### src/rtl/store_buffer.sv
// store_buffer: four-entry FIFO write buffer sitting between the MEM stage
// and the single data_mem port. Stores retire into the buffer in one cycle
// and drain to memory whenever the port is not needed by a load. Loads are
// answered combinationally, taking data from the youngest buffered store to
// the same word when one exists.
module store_buffer #(
   parameter int DEPTH = 4,
   parameter int WORD  = 32
) (
   input  logic            clk,
   input  logic            rst,
   input  logic            st_valid,
   input  logic [WORD-1:0] st_addr,
   input  logic [WORD-1:0] st_data,
   output logic            st_ready,
   input  logic            ld_valid,
   input  logic [WORD-1:0] ld_addr,
   output logic            ld_ready,
   output logic [WORD-1:0] ld_data,
   output logic            ld_fwd,
   output logic [WORD-1:0] mem_addr,
   output logic            mem_read_en,
   output logic            mem_write_en,
   output logic [WORD-1:0] mem_wdata,
   input  logic [WORD-1:0] mem_rdata,
   output logic            empty
);

   localparam int PTR_W = $clog2(DEPTH);
   localparam logic [PTR_W:0] FULL_COUNT = (PTR_W+1)'(DEPTH);

   // Entry storage: word address (byte offset dropped) and store data.
   logic [WORD-3:0] entry_addr [DEPTH];
   logic [WORD-1:0] entry_data [DEPTH];

   logic [PTR_W-1:0] head;
   logic [PTR_W-1:0] tail;
   logic [PTR_W:0]   count;

   logic full;
   logic enq;
   logic drain;
   logic fwd_hit;
   logic [WORD-1:0] fwd_data;
   logic [PTR_W-1:0] fwd_idx;

   // Byte-offset bits of the addresses are don't-care for word accesses.
   logic unused_offset_bits;
   assign unused_offset_bits = ^{st_addr[1:0], ld_addr[1:0]};

   // A full buffer claims the port even over a pending load, otherwise a
   // steady stream of loads could starve the drain forever.
   assign full     = (count == FULL_COUNT);
   assign drain    = (count != '0) && (full || !ld_valid);
   assign enq      = st_valid && !full;
   assign st_ready = !full;
   assign ld_ready = !full;
   assign empty    = (count == '0);

   // Pointer and occupancy update; enqueue and drain in the same cycle cancel.
   always_ff @(posedge clk or posedge rst) begin
      if (rst) begin
         head  <= '0;
         tail  <= '0;
         count <= '0;
      end else begin
         if (enq) begin
            tail <= tail + 1'b1;
         end
         if (drain) begin
            head <= head + 1'b1;
         end
         if (enq && !drain) begin
            count <= count + 1'b1;
         end else if (drain && !enq) begin
            count <= count - 1'b1;
         end
      end
   end

   // Entry payload needs no reset; occupancy is tracked by count alone.
   always_ff @(posedge clk) begin
      if (enq) begin
         entry_addr[tail] <= st_addr[WORD-1:2];
         entry_data[tail] <= st_data;
      end
   end

   // Walk valid entries oldest to youngest so the youngest match overrides.
   always_comb begin
      fwd_hit  = 1'b0;
      fwd_data = '0;
      fwd_idx  = '0;
      for (int i = 0; i < DEPTH; i++) begin
         fwd_idx = head + PTR_W'(i);
         if (((PTR_W+1)'(i) < count) && (entry_addr[fwd_idx] == ld_addr[WORD-1:2])) begin
            fwd_hit  = 1'b1;
            fwd_data = entry_data[fwd_idx];
         end
      end
   end

   assign ld_fwd  = fwd_hit;
   assign ld_data = fwd_hit ? fwd_data : mem_rdata;

   // Memory port mux: drain write has priority, then load read, else idle.
   always_comb begin
      mem_write_en = 1'b0;
      mem_read_en  = 1'b0;
      mem_addr     = '0;
      mem_wdata    = '0;
      if (drain) begin
         mem_write_en = 1'b1;
         mem_addr     = {entry_addr[head], 2'b00};
         mem_wdata    = entry_data[head];
      end else if (ld_valid) begin
         mem_read_en = 1'b1;
         mem_addr    = {ld_addr[WORD-1:2], 2'b00};
      end
   end

endmodule

### config.mk
export PLATFORM = sky130hd
export DESIGN_NAME = store_buffer
export DESIGN_NICKNAME = d
export VERILOG_FILES = /design/src/rtl/store_buffer.sv
export SDC_FILE = /design/constraint.sdc
export NUM_CORES = 1
export LEC_CHECK = 0
export CORE_ASPECT_RATIO = 0.6
export CORE_UTILIZATION = 61
export DETAILED_ROUTE_END_ITERATION = 10
export PLACE_DENSITY_LB_ADDON = 0.08
export SYNTH_ARGS = -nofsm -noshare
export SYNTH_HDL_FRONTEND = slang
export SYNTH_SLANG_ARGS = --single-unit
### constraint.sdc
create_clock -name clk -period 18.7 [get_ports clk]
set_clock_uncertainty 0.05 [all_clocks]
set_input_delay 5.61 -clock clk [delete_from_list [all_inputs] [get_ports clk]]
set_output_delay 5.61 -clock clk [all_outputs]
set_load 0.005 [all_outputs]
==> results of run 1 <==
-- registers in the layout, summed over array words and instances, names as in the netlist --
register	flops
entry_data	128
entry_addr	120
count	3
head	2
tail	2
-- cell type report --
class                   count  area [um2]
diodes                      7       17.52
clock buffers              27       633.1
clock inverters            19       190.2
fillers                  2022        7785
inverters                  46       175.2
multi-input cells        1193        9569
flip-flops and latches    255        7630
well taps                 400       500.5
repair buffers            247        2447
-- worst max-delay path by stage --
stage	from	end	slack (ps)	depth (start not counted)
2_1_floorplan	ld_addr[3]	ld_data[30]	4560	10
3_3_place_gp	ld_addr[17]	ld_data[28]	2880	12
3_5_place_dp	ld_addr[17]	ld_data[28]	2930	12
4_1_cts	ld_addr[17]	ld_data[28]	2920	12
5_1_grt	ld_addr[17]	ld_data[28]	2610	12
6_report	ld_addr[29]	ld_data[31]	2680	10
-- cell families after synthesis --
kind of cell	count (synthesis)
mux	340
simple gates	372
fa+ha+maj	9
buf+inv	190
xor+xnor	99
other cells	1
flops	255
compound gates	371
-- through the flow --
step / hold WS [ps] / std cells
after floorplan: 475.5 / 1638
after global placement: 512.6 / 2141
after detailed placement: 539.2 / 2141
after CTS: 553.7 / 2187
after global routing: 583.0 / 2190
final: 559.4 / 2194
-- routing by layer --
layer	vias up	track usage, %	wire length (um)
li1	6459	-	-
met1	7292	56.40	24390
met2	959	51.60	23800
met3	102	13.32	8111
met4	4	8.503	1147
met5	-	0	26
-- cell usage in the layout, fill, tap and decap left out, types with 9 or more instances in the layout --
| cell type | instances |
|---|---|
| mux2_2 | 78 |
| o2bb2ai_1 | 10 |
| mux2i_1 | 197 |
| mux4_1 | 9 |
| clkdlybuf4s50_1 | 227 |
| clkbuf_16 | 25 |
| buf_4 | 18 |
| edfxtp_1 | 248 |
| or4_1 | 9 |
| clkinv_1 | 9 |
| a22o_1 | 25 |
| a2111o_1 | 30 |
| nand4_1 | 16 |
| xor2_1 | 18 |
| nand2_1 | 114 |
| a21oi_1 | 102 |
| ha_1 | 9 |
| nor4_1 | 9 |
| o21a_1 | 31 |
| inv_1 | 45 |
| o21ai_0 | 103 |
| xnor2_1 | 81 |
| nor2_1 | 148 |
| mux4_2 | 53 |
-- critical path: cells and delay by family --
| kind | cells | cell delay, ps |
|---|---|---|
| compound gates | 4 | 1150 |
| xor+xnor | 1 | 760 |
| buf+inv | 2 | 1200 |
| simple gates | 3 | 1620 |
-- report_power, final --
group	leakage, uW	switching (uW)	internal (uW)
registers	0.00235	110	761
clock network	0.000401	223	299
logic	0.00495	1080	830
==> metrics.txt, run 1 <==
run status completed; post-cts resize count 0; Hold Path Sink count[0]; Initial Utilization 62.41%; Post CTS Setup Buffer Count 0; final worst slack 2680 ps; Final setup viols 0; Cell variety after synth 84; dpl cell area 0.02032 mm2; CTS tree built; Least-Margin Pin Slew 1149 ps; gpl congestion 1.021; DR DRC count 0; Crit Path Category in -> out; Worst-path clk slew 60 ps; slowest cell on the critical path xnor2_1; largest family of logic cells by synthesized area multiplexers; CP startpoint kind primary input; Via-to-Cell Ratio 6.753; DRT iter0 DRCs 2159; Simple-Gate Fraction of Synth Area 9.633%; Clock Latency Late Sink 530 ps; pre-CTS setup slack 2925 ps; cell row count 48; CORE AREA 0.02895 mm2; f_max 62.42 MHz; WL final 57480 um; clk sinks 255; Tot GR Track Use 37.53%; max incr delay on CP 760 ps; maximum capacitance violations 0; mux contribution to synthesized area 23.93%; Max VDD drop 0.0001222 V; RSZ-0062 raised after global routing no; vias post-DR 14820; Clock Tree Root clkbuf_16; Req. time, crit path 13040 ps; TritonCTS Buffers 25; Adder-Cell Fraction of Synth Area 0.6233%; Die Y 135.3 um; asr flop ratio synth 2.745%; Synth area leader edfxtp_1; number of global-route vias before repair 13860; Final Cell Area 0.02116 mm2; # port buffers 227; share of cells above drive strength 1 11.70%; hold_buf cts 0; synth top area cells edfxtp_1 (41%), mux2i_1 (11%), mux4_2 (6.6%); initial antenna violation count 8; drt first pass iters 6; Critical Path Sink Type output pin; Final ANT Viol Nets 0; number of synthesis warnings 0; Layout Nets 1909; Register-to-Register Path Depth 4; largest net degree at the start of global routing 158; Top cell by count, worst path clkdlybuf4s50_1; CP cell instances clkdlybuf4s50_1 > xnor2_1 > nand4_1 > or4_1 > a2111oi_2 > a31oi_1 > o21bai_4 > or4b_1 > a21oi_1 > clkdlybuf4s50_1; Cell Area, Synth 0.01807 mm2; mean area per synthesized cell 11.04 um2; Slew Limit Fails 0; Final TNS setup 0 ps; Top FF cell, synth edfxtp_1; post-layout minimum cycle time 16020 ps; Leakage 0.007704 uW; reg2reg end head[0]; Final period util 85.67%; Synth Area in Compound Gates 13.68%; I/O pin cnt 234; CP arrival 10360 ps; share of the synthesized area in the top cell type 41.22%; top-count cell post-synth edfxtp_1; drt wl/cell 26.20 um; die extent in x 224.2 um; final hold vios 0; Hold Path Depth 1; max_slew headroom 23.20%; Layout Area Growth over Synthesis 17.13%; register area share after synthesis 42.19%; H-Tree Depth 1; XOR/XNOR Fraction of Synth Area 4.799%; power density over cell area 155.9 mW/mm2; Tot Pwr 3299 uW; Final Util 73.11%; FF-to-FF Start head[0]; worst hold path startpoint count[0]; most frequent cells after synthesis edfxtp_1 (248), mux2i_1 (198), nor2_1 (148); Cells after Synth 1637; Yosys reg bits 255; Post-DP HPWL 39210 um; gr ovfl total 0; buffers from clock root to sink, at most 3; Post-synth EDFFs 248; FF-to-FF setup slack 15690 ps; Die ar. 0.03033 mm2; crit path max fanout 32; first-pass GRT wire length 84770 um; worst min path class reg -> reg
Power figures use the tool's default switching activity.
==> run 2: changes to the inputs <==
--- a/config.mk
+++ b/config.mk
@@ -6,7 +6,8 @@
 export NUM_CORES = 1
 export LEC_CHECK = 0
 export CORE_ASPECT_RATIO = 0.6
-export CORE_UTILIZATION = 61
+export CORE_MARGIN = 1.5
+export CORE_UTILIZATION = 55
 export DETAILED_ROUTE_END_ITERATION = 10
 export PLACE_DENSITY_LB_ADDON = 0.08
 export SYNTH_ARGS = -nofsm -noshare
==> metrics.txt, run 2 (synthesis gave the netlist of run 1 again) <==
run status completed; RSZ-0062 raised after global routing no; WL final 58050 um (+0.99%); maximum capacitance violations 0 (unchanged); most frequent cells in the layout edfxtp_1 (248), clkdlybuf4s50_1 (227), mux2i_1 (197); Final TNS setup 0 ps (unchanged); clk sinks 255 (unchanged); Least-Margin Pin Slew 1114 ps (-34.95 ps); cell row count 51 (+6.3%); FF-to-FF Start head[0]; I/O pin cnt 234 (unchanged); TritonCTS Buffers 27 (+8.0%); final instance count without filler cells 2219 (+1.1%); dpl cell area 0.02039 mm2 (+0.33%); largest net degree at the start of global routing 150 (-5.1%); Die Y 143.4 um (+6.0%); Post CTS Setup Buffer Count 0 (unchanged); first-pass GRT wire length 84730 um (about the same); worst min path class reg -> reg; Register-to-Register Path Depth 4 (unchanged); Clock Tree Root clkbuf_16; Largest register FFs 128 (unchanged); Via-to-Cell Ratio 6.554 (-2.9%); critical path startpoint ld_addr[3]; DR DRC count 0 (unchanged); Storage cell area 0.007630 mm2 (unchanged); largest registers entry_data x128, entry_addr x120, count x3; Slew Limit Fails 0 (unchanged); die extent in x 237.0 um (+5.7%); Initial Utilization 55.85% (-6.6 points); Layout Area Growth over Synthesis 18.36%; CP startpoint kind primary input; DRT iter0 DRCs 1722 (-20%); Hold Path Sink count[0]; Tot Pwr 3379 uW (+2.4%); Final setup viols 0 (unchanged); FF-to-FF setup slack 15580 ps (-110 ps); power density over cell area 158.0 mW/mm2 (+1.4%); Clock Latency Late Sink 560 ps (+30 ps); Multi-input gate area 0.009592 mm2 (+0.24%); number of global-route vias before repair 13570 (-2.1%); Req. time, crit path 13040 ps (about the same); most common cell after layout, fill and taps aside edfxtp_1; vias post-DR 14540 (-1.8%); Hold Path Depth 1 (unchanged); Final Cell Area 0.02138 mm2 (+1.0%); gr ovfl total 0 (unchanged); Leakage 0.007793 uW (+1.2%); post-layout minimum cycle time 15990 ps (-27.31 ps); Final period util 85.52% (-0.15 points); H-Tree Depth 1 (unchanged); # port buffers 227 (unchanged); initial antenna violation count 3 (-5); drt wl/cell 26.16 um (-0.15%); CP arrival 10330 ps (-30 ps); Die ar. 0.03398 mm2 (+12%); crit path max fanout 17 (-47%); share of cells above drive strength 1 12.49% (+0.80 points); Crit Path Category in -> out; Final ANT Viol Nets 0 (unchanged); f_max 62.53 MHz (+0.17%); CTS tree built; Post-DP HPWL 39150 um (-0.17%); fill count 2463 (+22%); Final Util 66.10% (-7.0 points); worst hold path startpoint count[0]; gpl congestion 1.040 (+1.9%); Inst Count DP 2167 (+1.2%); CORE AREA 0.03235 mm2 (+12%); Max VDD drop 0.0001492 V (+22%); final hold vios 0 (unchanged); Critical Path Sink Type output pin; Tot GR Track Use 33.58% (-4.0 points); buffers from clock root to sink, at most 3 (unchanged); hold_buf cts 0 (unchanged); max_slew headroom 25.73% (+2.5 points); Layout Nets 1913 (+0.21%); post-cts resize count 0 (unchanged); Worst-path clk slew 70 ps (about the same); drt first pass iters 5 (-1); reg2reg end head[0]; Biggest register entry_data
## run 2: worst max path at each step
stage	cells past startpoint	slack (ps)	to
4_1_cts	12	2830	ld_data[15]
5_1_grt	12	2540	ld_data[15]
6_report	12	2710	ld_data[15]
3_5_place_dp	12	2840	ld_data[15]
3_3_place_gp	12	2740	ld_data[15]
2_1_floorplan	10	4560	ld_data[30]
## run 2: through the flow
step | worst slack [ps] | hold WS (ps)
after CTS | 2828 | 548.7
after detailed placement | 2844 | 540.5
after floorplan | 4558 | 475.5
after global routing | 2537 | 586.0
after global placement | 2744 | 514.0
final | 2707 | 557.1
## run 2: power breakdown
group          internal, uW  total (uW)  switching [uW]  leakage [uW]
combinational           833        1910            1070       0.00496
sequential              761         868             107       0.00235
clock                   366         605             240      0.000484
total                  1960        3380            1420       0.00779
## run 2: cell type report
cell class	instances	share of cell area, %
diodes	2	0.02340
clock buffers	29	3.241
clock inverters	21	1.387
inverters	46	0.8191
multi-input cells	1193	44.85
flip-flops and latches	255	35.68
well taps	424	2.481
repair buffers	249	11.51
## run 2: per-layer routing
layer | GRT usage (%) | vias to the layer above | part of all wire, %
li1 | - | 6465 | -
met1 | 50.18 | 7178 | 44
met2 | 46.78 | 808 | 41
met3 | 10.76 | 91 | 12
met4 | 7.692 | 2 | 2.1
met5 | 2.742 | - | 0.22
## run 2: critical path, stage by stage
cell	delay, ps
clkdlybuf4s50_1	840
or2b_1	200
nor2_1	110
or4_1	430
or4_1	530
a2111oi_2	250
nor4b_4	510
mux2i_4	660
buf_4	400
a2111o_1	210
a21oi_1	70
clkdlybuf4s50_1	510
